`src/rtl/free_list.sv`:
```
// Physical register free list for the rename stage: circular buffer
// with speculative head, committed head and tail pointers.
//
// Ports:
//   clk, resetn    - clock, asynchronous active-low reset
//   alloc_req      - per-lane request for a destination preg
//   alloc_ready    - a full-width allocation can be granted this cycle
//   alloc_id       - granted preg per lane (compacted, lane order)
//   commit_num     - allocations retired this cycle
//   release_valid  - per-lane return of a stale preg
//   release_id     - returned preg ids
//   flush          - rewind speculative head to committed head
//   free_count     - free pregs in the speculative view
module free_list #(
    parameter int PREG_NUM      = 128,
    parameter int ARCH_REGS     = 32,
    parameter int ALLOC_WIDTH   = 2,
    parameter int RELEASE_WIDTH = 2,
    localparam int PREG_W       = $clog2(PREG_NUM),
    localparam int CNT_W        = $clog2(ALLOC_WIDTH) + 1
) (
    input  logic                                    clk,
    input  logic                                    resetn,
    input  logic [ALLOC_WIDTH-1:0]                  alloc_req,
    output logic                                    alloc_ready,
    output logic [ALLOC_WIDTH-1:0][PREG_W-1:0]      alloc_id,
    input  logic [CNT_W-1:0]                        commit_num,
    input  logic [RELEASE_WIDTH-1:0]                release_valid,
    input  logic [RELEASE_WIDTH-1:0][PREG_W-1:0]    release_id,
    input  logic                                    flush,
    output logic [PREG_W:0]                         free_count
);

    typedef logic [PREG_W:0] ptr_t;

    localparam int   FREE_INIT = PREG_NUM - ARCH_REGS;
    localparam ptr_t TAIL_INIT = ptr_t'(FREE_INIT);
    localparam ptr_t MAX_FREE  = ptr_t'(FREE_INIT);
    localparam ptr_t ALLOC_W_P = ptr_t'(ALLOC_WIDTH);

    logic [PREG_W-1:0] entry_q [PREG_NUM];
    logic [PREG_W-1:0] entry_d [PREG_NUM];

    ptr_t spec_head_q, spec_head_d;
    ptr_t cmt_head_q, cmt_head_d;
    ptr_t tail_q, tail_d;

    ptr_t alloc_off;
    ptr_t rel_off;
    ptr_t rd_ptr;
    ptr_t wr_ptr;
    ptr_t free_next;
    logic fire;

    // Read side: lane i takes the entry after all lower requesting lanes,
    // so grants stay packed regardless of which lanes ask.
    always_comb begin
        free_count  = tail_q - spec_head_q;
        alloc_ready = (free_count >= ALLOC_W_P) && !flush;
        alloc_off   = '0;
        rd_ptr      = '0;
        alloc_id    = '0;
        for (int i = 0; i < ALLOC_WIDTH; i++) begin
            rd_ptr      = spec_head_q + alloc_off;
            alloc_id[i] = entry_q[rd_ptr[PREG_W-1:0]];
            alloc_off   = alloc_off + ptr_t'(alloc_req[i]);
        end
        fire = alloc_ready && (|alloc_req);
    end

    // Write side: released ids are appended at the tail, packed.
    always_comb begin
        entry_d = entry_q;
        rel_off = '0;
        wr_ptr  = '0;
        for (int i = 0; i < RELEASE_WIDTH; i++) begin
            if (release_valid[i]) begin
                wr_ptr = tail_q + rel_off;
                entry_d[wr_ptr[PREG_W-1:0]] = release_id[i];
                rel_off = rel_off + ptr_t'(1);
            end
        end
    end

    // Pointer updates; flush rewinds to the committed head including
    // any commits retiring in the same cycle.
    always_comb begin
        cmt_head_d  = cmt_head_q + ptr_t'(commit_num);
        tail_d      = tail_q + rel_off;
        spec_head_d = spec_head_q;
        if (flush) begin
            spec_head_d = cmt_head_d;
        end else if (fire) begin
            spec_head_d = spec_head_q + alloc_off;
        end
        free_next = tail_d - spec_head_d;
    end

    always_ff @(posedge clk or negedge resetn) begin
        if (!resetn) begin
            for (int i = 0; i < PREG_NUM; i++) begin
                entry_q[i] <= (i < FREE_INIT) ? PREG_W'(ARCH_REGS + i) : '0;
            end
            spec_head_q <= '0;
            cmt_head_q  <= '0;
            tail_q      <= TAIL_INIT;
        end else begin
            entry_q     <= entry_d;
            spec_head_q <= spec_head_d;
            cmt_head_q  <= cmt_head_d;
            tail_q      <= tail_d;
        end
    end

    // Releasing more pregs than exist outside the architectural set
    // means a preg was freed twice.
    a_no_overflow: assert property (
        @(posedge clk) disable iff (!resetn)
        (|release_valid) |-> (free_next <= MAX_FREE)
    );

endmodule

```
`config.mk`:
```
export PLATFORM = sky130hd
export DESIGN_NAME = free_list
export DESIGN_NICKNAME = d
export VERILOG_FILES = /design/src/rtl/free_list.sv
export SDC_FILE = /design/constraint.sdc
export NUM_CORES = 2
export LEC_CHECK = 0
export BUFFER_PORTS_ARGS = -buffer_cell sky130_fd_sc_hd__buf_2
export CAP_MARGIN = 20
export CORE_AREA = 2 2 394 396
export CTS_CLUSTER_SIZE = 25
export DETAILED_ROUTE_END_ITERATION = 8
export DIE_AREA = 0 0 396 398
export PLACE_DENSITY = 0.64
export RECOVER_POWER = 25
export SKIP_CTS_REPAIR_TIMING = 1
export SKIP_LAST_GASP = 1
export SLEW_MARGIN = 15
export SYNTH_ARGS = -nofsm -noshare
export SYNTH_HDL_FRONTEND = slang
export SYNTH_SLANG_ARGS = --single-unit
```
`constraint.sdc`:
```
create_clock -name clk -period 9.8 [get_ports clk]
set_input_delay 1.96 -clock clk [delete_from_list [all_inputs] [get_ports clk]]
set_output_delay 1.96 -clock clk [all_outputs]
set_load 0.03 [all_outputs]
```
Word level (Yosys, flattened, before mapping)
Cells that the tools add are included.

storage, ports and cells
  bits in registers = 920
  input bits = 23
  output and inout port bits = 23
  word-level logic and storage cells = 175

operators by class
  add/subtract/negate cells = 8
  order comparisons = 7
  mux-type cells = 18
  bitwise logic cells = 4
  reduce and logical (&&, ||, !) cells = 7

operators by type and width
  kind                 number
  $bwmux 896           2
  $mux 896             2
  $bmux 7 s7           2
  $demux 7 s7          2
  $mux 7               6
  $ge 8x8->1 const B   4
  $not 7->8            4
  $mux 8               3
  $add 8x2->8          2
  $lt 8x1->1 const B   2
  $add 8x1->8 const B  1
  $add 8x8->8          1
  $ge 8x2->1 const B   1
  $sub 8x8->8          1
  $add 7x1->7          1
  $add 7x7->7          1
  $logic_and 1x1->1    4
  $add 1x1->2          1
  $reduce_bool 2->1    1
  $reduce_or 2->1      1
  $logic_not 1->1      1
  $mux 1               1

Logic depth before layout (Yosys ltp)
  depth after elaboration = 9
  mapped depth = 12
  gate-level depth less buffers = 11

Worst setup path after synthesis
No wires, ideal clock.

  path type = input -> output
  start = input alloc_req[0]
  end = output alloc_id[10] (netlist bit)
  arrival time = 4.579 ns
  data required time = 7.840 ns
  setup slack = 3.261 ns
  stages = 11
  path buffers = 3
  path through = ha_1 -> ha_1 -> buf_4 -> buf_2 -> buf_1 -> mux4_2 -> mux4_2 -> mux2i_1 -> nand2_1 -> o211ai_1 -> nand3_1

RTL lines
  element          RTL line  RTL
  start, declared  24        input logic [ALLOC_WIDTH-1:0] alloc_req,
  end, declared    26        output logic [ALLOC_WIDTH-1:0][PREG_W-1:0] alloc_id,

==> impl_metrics.yaml <==
yosys:
  synth_fa_ha_area_share_pct: 0.501
  syn_inst: 5396
  syn_area_um2: 60900
  synth-compound-area-share_pct: 7.95
  synth_area_per_cell_um2: 11.3
  async_flop_share_pct: 100
  synth-seq-cells: 920
  synthDistinctLibCells: 78
  synth_top_family_by_area: "multiplexers"
  synth_simple_gate_area_share_pct: 9.80
  synthFlopType: "dfrtp_1"
  synthesis.nets: 5441
  seq_area_frac_synth_pct: 38.6
  synth_edf_count: 0
  synth-warning-count: 0
  synth_xor_area_share_pct: 0.442
  synth_mux_area_share_pct: 38.5
drt:
  vias: 46400
  drt_iter0_drc: 6145
  drt-total-wl_mm: 214
  wl_per_cell_um: 29.5
  routed_via_density: 6.41
  drc: 0
  final_antenna_net_count: 0
  dr.pass1.iters: 7
cells_and_area:
  fill_cells: 14000
  drive_gt1_share_pct: 33.0
  fin_cells: 7244
  insertedDiodeCount: 0
  mostFrequentLayoutCell: "mux2i_1"
  finalNetCount: 5155
  mostFrequentLayoutCells: "797 x mux2i_1, 546 x dfrtp_1, 503 x nand2_1"
  area_delta_synth_final_pct: 8.60
run:
  maxCapViolCount: 3
global_route:
  grt_pass1_vias: 44800
  grtUsageTotal_pct: 26.9
  grt_pass1_wl_mm: 317
  antenna_found_initial: 11
  overflow: 0
  grt_max_degree: 163
floorplan:
  rows: 144
  coreArea_um2: 153000
  dieWidth_um: 396
  die_area_um2: 158000
  initial_core_util_pct: 39.7
  die_h_um: 398
  ios: 46
critical_path:
  startpoint_type: "primary input"
  r2r_cells: 8
  cp_max_fo: 51
  end_kind: "output port"
  crit_arrival_ns: 6.32
  critPathRequiredTime_ns: 7.84
  path_class: "in2out"
timing:
  fin_skew_ns: 0.0491
  fmax_mhz: 121
  worst_pin_slew_ns: 5.52
  finalSetupViolCount: 0
  fin_hold_ws_ns: 0.493
  rsz0062_at_grt: "no"
  period_share_pct: 84.5
  period_minus_slack_ns: 8.28
  hold_viol: 0
  slew_violations: 168
  slew_headroom_pct: -268
  fin_setup_tns_ns: 0
power_and_ir_drop:
  p_leak_uw: 0.0276
  vdd_ir_drop_max_mv: 0.228
  power_density_nw_per_um2: 344
  p_switching_uw: 9710
  p_total_uw: 22800
  p_comb_share_pct: 48.4
  p_int_uw: 13000
  p_seq_share_pct: 32.6
  swShare_pct: 42.7
  power.share.clock_pct: 19.0
placement:
  gp_congestion: 0.972
  dpl.hpwl_mm: 140
  place_inst: 7042
  port_buffers: 45
clock_tree:
  cts.path.max_buffers: 3
  cts_buffers: 105
  cts_tree: "yes"
  clock_latency_ns: 0.76
  clock_sinks: 920
  cts-root-buf: "clkbuf_16"
  path_clk_slew_ns: 0.06
  htree_levels: 3
hold_path:
  hold_class: "reg2reg"
  hold-path-cell-count: 1
status:
  violations: "capacitance limit, slew limit"
  status: "finished, violations left"
## path summary, 6_finish.rpt
path	from	to	slack (ns)
worst min register to register	cmt_head_q[7]	cmt_head_q[7]	0.49
max in group asynchronous	resetn	entry_q[637]	2.17
worst max register to register	tail_q[0]	entry_q[463]	5.24
worst max-delay path	alloc_req[0]	alloc_id[7]	1.52
worst min-delay path	cmt_head_q[7]	cmt_head_q[7]	0.49
min in group asynchronous	resetn	entry_q[295]	3.25
## per-layer routing
layer  GRT usage (%)  up-vias  share of wire [%]
li1                -    19400                  -
met1            36.6    23500                 39
met2            39.7     2901                 44
met3            8.21      568                 12
met4            11.2       10                4.6
met5               0        -              0.029
## cell families (layout without fill, tap and decap cells)
logic type	after synthesis	after routing
DFF	920	920
AOI/OAI and AO/OA	873	873
muxes	1709	1709
buffers and inverters	582	386
xor gates and xnor gates	29	29
and+or+nand+nor	1261	1261
adders and majority gates	22	22
## per-stage QoR
stage / util (%) / setup slack [ns] / cell area, um2
floorplan: - / 3.26 / 60900
global placement: 40.7 / 1.75 / 62300
detailed placement: 40.7 / 1.77 / 62400
CTS: 43.1 / 1.76 / 66100
global route: 43.1 / 1.27 / 66100
finish: 43.1 / 1.52 / 66100
## state kept, by name, indices dropped and copies added (netlist names)
name and count:
entry_q 896, cmt_head_q 8, spec_head_q 8, tail_q 8
## cell usage after synthesis, types with 12 or more instances
cell type	count	area share, %
a21oi_1	424	3.5
a221oi_1	13	0.19
a32oi_1	30	0.43
buf_1	52	0.32
buf_2	189	1.6
buf_4	42	0.52
clkbuf_1	270	1.7
dfrtp_1	550	23
dfstp_2	370	16
ha_1	18	0.37
inv_1	22	0.14
mux2_1	13	0.24
mux2_2	437	8.1
mux2i_1	797	13
mux4_2	462	17
nand2_1	503	3.1
nand3_1	44	0.36
nand4_1	37	0.38
nor2_1	491	3.0
nor2_2	32	0.33
nor2b_1	12	0.12
nor3_1	25	0.21
nor4_4	32	1.1
o211ai_1	27	0.33
o21ai_0	288	2.4
o21ai_1	20	0.16
o221ai_1	28	0.40
or4_1	33	0.41
xnor2_1	13	0.19
xor2_1	14	0.20
## power by group through the flow
stage          Sequential, uW  Clock, uW  Combinational (uW)
2_1_floorplan            6480          0                7890
3_3_place_gp             7310          0               10500
3_5_place_dp             7380          0               10700
4_1_cts                  7330       4360               10800
5_1_grt                  7560       4510               11500
6_report                 7420       4320               11000
## critical path: stages
cell	delay [ns]
buf_2	0.17
ha_4	0.97
buf_4	0.52
mux4_2	0.57
mux4_2	0.55
mux2i_1	0.55
nand2_1	0.16
o211ai_1	0.31
nand3_1	0.27
buf_2	0.26
## layout make-up
class	count	area (um2)	share of cell area, %
Clock buffer	145	2980	4.50
Sequential cell	920	23500	35.5
Inverter	27	101	0.153
Clock inverter	52	754	1.14
Tap cell	2044	2560	3.87
Timing Repair Buffer	162	1240	1.87
Multi-Input combinational cell	3894	35000	52.9
(Power assumes the default switching activity.)
